===== src/rtl/serial_operand_loader.sv =====
// Serialises a two's-complement operand pair LSB first into a downstream serial adder.
// Define SERIAL_SIGN_EXTEND_EN to add one extra sign-bit cycle (NBITS = WIDTH+1).
module serial_operand_loader #(
  parameter int WIDTH = 8
) (
  input  logic             clk,
  input  logic             reset,
  input  logic             load_valid,
  output logic             load_ready,
  input  logic [WIDTH-1:0] op_a,
  input  logic [WIDTH-1:0] op_b,
  input  logic             abort,
  output logic             a,
  output logic             b,
  output logic             enable,
  output logic             adder_clr,
  output logic             busy,
  output logic             done
);

`ifdef SERIAL_SIGN_EXTEND_EN
  localparam int NBITS = WIDTH + 1;
`else
  localparam int NBITS = WIDTH;
`endif
  localparam int CW = $clog2(NBITS + 1);

  typedef enum logic [1:0] {S_IDLE, S_CLEAR, S_SHIFT, S_DONE} state_e;

  state_e           state_q, state_d;
  logic [WIDTH-1:0] sr_a_q, sr_a_d;
  logic [WIDTH-1:0] sr_b_q, sr_b_d;
  logic [CW-1:0]    cnt_q, cnt_d;

  always_ff @(posedge clk or negedge reset) begin
    if (!reset) begin
      state_q <= S_IDLE;
      sr_a_q  <= '0;
      sr_b_q  <= '0;
      cnt_q   <= '0;
    end else begin
      state_q <= state_d;
      sr_a_q  <= sr_a_d;
      sr_b_q  <= sr_b_d;
      cnt_q   <= cnt_d;
    end
  end

  always_comb begin
    state_d = state_q;
    sr_a_d  = sr_a_q;
    sr_b_d  = sr_b_q;
    cnt_d   = cnt_q;
    case (state_q)
      S_IDLE: begin
        if (load_valid) begin
          sr_a_d  = op_a;
          sr_b_d  = op_b;
          cnt_d   = '0;
          state_d = S_CLEAR;
        end
      end
      S_CLEAR: state_d = abort ? S_IDLE : S_SHIFT;
      S_SHIFT: begin
        // Arithmetic shift keeps the sign bit in [0] once the operand is exhausted.
        sr_a_d = {sr_a_q[WIDTH-1], sr_a_q[WIDTH-1:1]};
        sr_b_d = {sr_b_q[WIDTH-1], sr_b_q[WIDTH-1:1]};
        cnt_d  = cnt_q + CW'(1);
        if (abort)                          state_d = S_IDLE;
        else if (cnt_q == CW'(NBITS - 1))   state_d = S_DONE;
      end
      S_DONE:  state_d = S_IDLE;
      default: state_d = S_IDLE;
    endcase
  end

  always_comb begin
    load_ready = (state_q == S_IDLE);
    adder_clr  = (state_q == S_CLEAR);
    enable     = (state_q == S_SHIFT);
    busy       = (state_q == S_CLEAR) || (state_q == S_SHIFT);
    done       = (state_q == S_DONE);
    a          = enable & sr_a_q[0];
    b          = enable & sr_b_q[0];
  end

endmodule


===== config.mk =====
export PLATFORM = sky130hd
export DESIGN_NAME = serial_operand_loader
export DESIGN_NICKNAME = d
export VERILOG_FILES = /design/src/rtl/serial_operand_loader.sv
export SDC_FILE = /design/constraint.sdc
export NUM_CORES = 1
export LEC_CHECK = 0
export CAP_MARGIN = 10
export CORE_UTILIZATION = 40
export DETAILED_ROUTE_END_ITERATION = 8
export GPL_TIMING_DRIVEN = 0
export PLACE_DENSITY = 0.77
export SLEW_MARGIN = 10
export SYNTH_ARGS = -nofsm -noshare
export SYNTH_HDL_FRONTEND = slang
export SYNTH_SLANG_ARGS = --single-unit

===== constraint.sdc =====
create_clock -name clk -period 1.6 [get_ports clk]
set_clock_uncertainty 0.1 [all_clocks]
set_input_delay 0.32 -clock clk [delete_from_list [all_inputs] [get_ports clk]]
set_output_delay 0.32 -clock clk [all_outputs]
set_load 0.01 [all_outputs]

# Word-level counts from Yosys, hierarchy flattened
# Index checks and enable logic that the tools add are counted.
# classes
n_addsub,1
n_reduce_logical,6
n_bitwise,3
muxes,11
eq_ne,6
# op_table
operator,count
$pmux W8 S2,2
$mux W8,2
$mux W2,4
$pmux W2 S4,1
$pmux W4 S2,1
$add A4 B1 Y4 const B,1
$eq A2 B2 Y1 const B,2
$eq A4 B3 Y1 const B,1
$mux W4,1
$reduce_and A2 Y1,2
$ne A3 B2 Y1 const B,1
$reduce_and A3 Y1,1
$and A1 B1 Y1,2
$eq A2 B1 Y1 const B,1
$logic_not A2 Y1,1
$ne A2 B2 Y1 const B,1
$reduce_bool A2 Y1,1
$logic_or A1 B1 Y1,1
$not A1 Y1,1
# totals
inputBits,20
regBits,22

# Longest topological paths before layout
# Gate-level depths: netlist of run 1.
# depth
ltp_word,4
depth_mapped,7
depth_no_buf,5

# Worst setup path before layout of run 1
# Ideal clock, no wire load.
# synth_path
path_kind,reg-to-output
startpoint,reg state_q[0]
endpoint,out a
path_slack_ns,-0.051
arrival_ns,1.231
path_stages_with_launch,6
cell_sequence,dfrtp_1 -> inv_1 -> ha_1 -> buf_4 -> buf_2 -> and2_1
# synth_between
elab_chain_cells,2
# synth_lines
item,line,text
start: declaration,30,"state_e state_q, state_d;"
start signal: assignment,42,state_q <= state_d;
$eq A2 B2 Y1,80,enable = (state_q == S_SHIFT);
via enable,15,"output logic enable,"
$and A1 B1 Y1,83,a = enable & sr_a_q[0];
end: declaration,13,"output logic a,"
# The timed path passes the listed nets, and every way through them passes these cells.

# Worst setup path in the final report of run 1
# layout_path
startpoint,reg state_q[1]
endpoint,out b
# layout_between
elab_chain_cells,2
# layout_lines
item,line,text
$eq A2 B2 Y1,80,
$and A1 B1 Y1,84,b = enable & sr_b_q[0];
end: declaration,14,"output logic b,"
# No other way between the ends.

==> results of run 1 <==
repair_timing:
| item | 4_1_cts | 5_1_grt |
|---|---|---|
| endpoints found under the setup margin | 26 | 29 |
| cloned | 3 | 0 |
| pin swaps | 1 | 3 |
| buffers inserted | 13 | 3 |
| gates resized for setup | 50 | 21 |
Yosys cell counts:
cell	count	area share, %
inv_1	3	0.97
a22oi_1	1	0.65
mux2_2	2	1.9
nor3_1	2	0.86
buf_6	3	2.9
a32oi_1	1	0.76
nor2_1	2	0.65
o21ai_0	3	1.3
and3b_1	1	0.76
nand3_1	1	0.43
o311ai_0	1	0.76
buf_4	2	1.3
a31oi_1	1	0.54
ha_1	5	5.4
nand3b_1	2	1.3
o221ai_1	1	0.76
mux2i_2	1	1.2
o2bb2ai_1	1	0.76
o21ai_1	15	6.5
nor2b_1	1	0.54
or2b_1	1	0.65
and2_1	2	1.1
buf_2	1	0.43
nand2b_1	1	0.54
nand2_1	19	6.1
or2_2	1	0.54
mux2i_1	15	13
dfrtp_1	22	47
flip-flops by register name, summed over array words and instances (netlist names):
name,cells
sr_a_q,8
sr_b_q,8
cnt_q,4
state_q,2
power groups by stage:
| stage | clock network (mW) | registers, mW | logic, mW |
|---|---|---|---|
| 6_report | 0.317 | 0.953 | 1.90 |
| 5_1_grt | 0.349 | 0.985 | 2.05 |
| 4_1_cts | 0.317 | 0.940 | 1.64 |
| 3_5_place_dp | 0 | 0.957 | 1.17 |
| 3_3_place_gp | 0 | 0.937 | 1.13 |
| 2_1_floorplan | 0 | 0.912 | 0.828 |
cell families after synthesis:
| group | Yosys count | share of synthesized area (%) |
|---|---|---|
| AOI/OAI and AO/OA | 24 | 12.0 |
| adders and majority gates | 5 | 5.39 |
| buffers and inverters | 9 | 5.61 |
| DFF | 22 | 47.5 |
| muxes | 18 | 16.1 |
| and+or+nand+nor | 33 | 13.5 |
cell type report:
cell class / instances / area share, %
plain buffers: 6 / 3.96
clock buffers: 4 / 2.01
inverters: 3 / 0.903
multi-input cells: 80 / 35.2
flip-flops and latches: 22 / 30.6
well taps: 31 / 2.15
repair buffers: 45 / 25.2
stage by stage:
stage | area, sq um | hold WS, ns | power [mW] | TNS, ns
2_1_floorplan | 1170 | -0.0756 | 1.74 | 0
3_3_place_gp | 1470 | 0.363 | 2.06 | -2.64
3_5_place_dp | 1470 | 0.378 | 2.12 | -4.68
4_1_cts | 1690 | 0.405 | 2.90 | -2.26
5_1_grt | 1800 | 0.434 | 3.39 | -5.73
6_report | 1800 | 0.410 | 3.17 | -3.74
worst paths after layout:
check | start | end | slack, ns | depth (start not counted)
max | state_q[1] | b | -0.26 | 5
min | sr_a_q[1] | sr_a_q[1] | 0.41 | 2
max reg2reg | state_q[1] | sr_a_q[4] | -0.17 | 8
min reg2reg | sr_a_q[1] | sr_a_q[1] | 0.41 | 2
max in group asynchronous | reset | sr_b_q[5] | 0.37 | 1
min in group asynchronous | reset | sr_a_q[1] | 0.44 | 1
worst min-delay path, cell delays in order, from the launching register on:
cell and delay, ns:
dfrtp_1 0.37, nand2_1 0.05, o21ai_1 0.06
per-layer routing:
metal	vias up	wire length, um	GRT usage [%]
met4	0	19	4.18
li1	485	-	-
met5	-	0	0
met1	487	1200	23.3
met2	26	1620	35.6
met3	4	151	5.35
==> flow_results.org, run 1 <==
** Worst setup path
- STA classifies the critical path endpoint as an output port.
- CP Data Arrival Time :: around 1.4 ns
- Critical Path Slowest Stage Cell :: dfrtp_1
- STA classifies the critical path startpoint as a flip-flop.
- Required @ worst endpoint :: 1.18 ns
- Worst stage delay on the critical path :: 0.47 ns
- Among cell families on the critical path, the largest total delay comes from flip-flops.
- Classification of the worst setup path :: reg -> out
- The cell that appears most often on the critical path is buf_6.
- Of all nets on the critical path, the largest fanout is 5.
- Buffer and inverter count on the worst path :: 3
- The signal on the critical path passes through ha_4 -> buf_6 -> buf_8 -> and2_4 -> buf_6.

** Power and ir drop
- Worst vdd ir :: 1150 uV
- In this run switching power makes up 36.8% of total power.
- PD cells :: about 1800 mW/mm^2
- Sequential power share :: ~30%
- Internal power comes to 2.01 mW.
- Total net switching power :: 1.17 mW
- Static leakage :: 0.773 nW
- Comb power frac :: 60.0%
- The clock network is responsible for 10.0% of the overall power.

** Placement
- Worst slack at placement :: -0.530 ns
- I/O Buffers :: 26
- Final estimated routing congestion in global placement :: 0.785
- Inst Count DP :: 168
- Summed over all nets, the half-perimeter wirelength after detailed placement is 1.72 mm.

** CTS
- In this run the number of H-tree levels came out at 1.
- In this run the deepest clock path goes through 2 buffers.
- Clock Root Buffer :: clkbuf_4
- TritonCTS built the clock tree.
- Number of clock buffers inserted by TritonCTS :: 3
- Clock slew at reported path FFs :: between 0.1 and 0.15 ns
- For the worst-skew pair, the clock arrives at the later sink with an insertion delay of 0.31 ns.
- Post-CTS Hold Buffers :: 0
- CTS saw 22 sinks.

** STA
- Shortest clock period the worst path allows after layout :: approximately 1.9 ns
- Measured against its own limit, the worst slew margin works out to 33.8%.
- Final setup vio count :: 26
- Peak clock frequency supported by timing :: 539 MHz
- At the pin with the least slew margin, the transition time is about 1 ns.
- Number of slew-limit violations in the final report :: 0
- The hold violation count in the final report came to 0.
- Of the available clock period, the critical path in the final layout requires 116%.
- Once routing completed, OpenROAD measured the worst setup slack at -0.255 ns.
- Setup repair after global routing could not meet its margin everywhere.

** Global route
- Across every metal layer, demand over resource in global routing totals about a fifth.
- Number of antenna violations at the first check in global routing :: 0
- Leftover overflow at the end of global routing :: 0
- First-pass GRT wire length :: between 4 and 5 mm
- Entering global routing, the biggest net connects 23 pins.
- The number of global-route vias before repair is 1071.

** Routing
- Number of nets with antenna violations after detailed routing :: 0
- For this run, design rule violations remaining after detail routing come to 0.
- Routed vias :: 1002
- Number of DRC markers after the initial detailed-route iteration :: 15
- Via-to-Cell Ratio :: roughly 5.2
- Drt pass-1 iters :: 4
- Routed length per placed instance :: 15.7 um
- The final layout contains routed wiring with a total length of roughly 3.0 mm.

** Yosys
- Number of synthesis warnings :: 0
- The synthesized design contains 22 register bits.
- In the synthesized netlist, the number of instances is 111.
- Mean area per synthesized cell :: 10.4 sq um
- The synthesized netlist contains 28 unique library cells.
- Sequential elements use 47.5% of the synthesized area.
- After synthesis the cells add up to between 0.001 and 0.0015 sq mm.
- Syn nets :: 136

** Cells and area
- Number of standard cells in the layout, taps in and fillers out :: 191
- In the final layout, flip-flops and latches occupy 551 sq um.
- At the end of the flow, the number of nets in the layout was 186.
- Leaving out fill and tap cells, the most frequent cell in the layout is buf_6.
- The number of antenna diodes in the final layout is 0.
- Area taken by multi-input logic gates :: 634 sq um
- Share of the core filled with cells in the final layout :: 65.3%
- After filler insertion, the fill cell instance count of the layout stands at 222.
- Leaving out fill and tap cells, the most frequent cells in the layout are buf_6 (23), dfrtp_1 (22), nand2_1 (19), clkdlybuf4s50_1 (19).
- Of the cells placed in the final design, the portion with a size suffix greater than 1 is between 30% and 40%.
- Relative to the synthesized area, the layout overhead comes to 55.3%.

** Floorplan
- Floorplan core area :: around 0.0028 sq mm
- Initial standard-cell utilization of the core :: 42.1%
- Die outline height :: 55.9 um
- Width of the die :: 55.9 um
- The floorplan has 19 rows.
- Die ar. :: 0.00312 sq mm
- Ports placed on the boundary :: 27

** Job
- Max_cap viols :: 0

** Status
- The final reports fail on negative setup slack.
- The flow ran to the end, but the final reports show violations.

** Min path
- In this run the worst hold path is classified as reg -> reg.
Power figures use the tool's default switching activity.
==> inputs of run 2 (changes only) <==
--- a/config.mk
+++ b/config.mk
@@ -5,10 +5,13 @@
 export SDC_FILE = /design/constraint.sdc
 export NUM_CORES = 1
 export LEC_CHECK = 0
+export ABC_CLOCK_PERIOD_IN_PS = 1600
 export CAP_MARGIN = 10
 export CORE_UTILIZATION = 40
+export CTS_CLUSTER_DIAMETER = 100
 export DETAILED_ROUTE_END_ITERATION = 8
 export GPL_TIMING_DRIVEN = 0
+export HOLD_SLACK_MARGIN = 0.02
 export PLACE_DENSITY = 0.77
 export SLEW_MARGIN = 10
 export SYNTH_ARGS = -nofsm -noshare
==> results of run 2 <==
Same layout as run 1: the final DEF is identical, and so are final timing and power.
==> inputs of run 3 (changes only) <==
--- a/config.mk
+++ b/config.mk
@@ -13,7 +13,6 @@
 export GPL_TIMING_DRIVEN = 0
 export HOLD_SLACK_MARGIN = 0.02
 export PLACE_DENSITY = 0.77
-export SLEW_MARGIN = 10
 export SYNTH_ARGS = -nofsm -noshare
 export SYNTH_HDL_FRONTEND = slang
 export SYNTH_SLANG_ARGS = --single-unit
==> results of run 3 <==
Same layout as run 1: the final DEF is identical, and so are final timing and power.
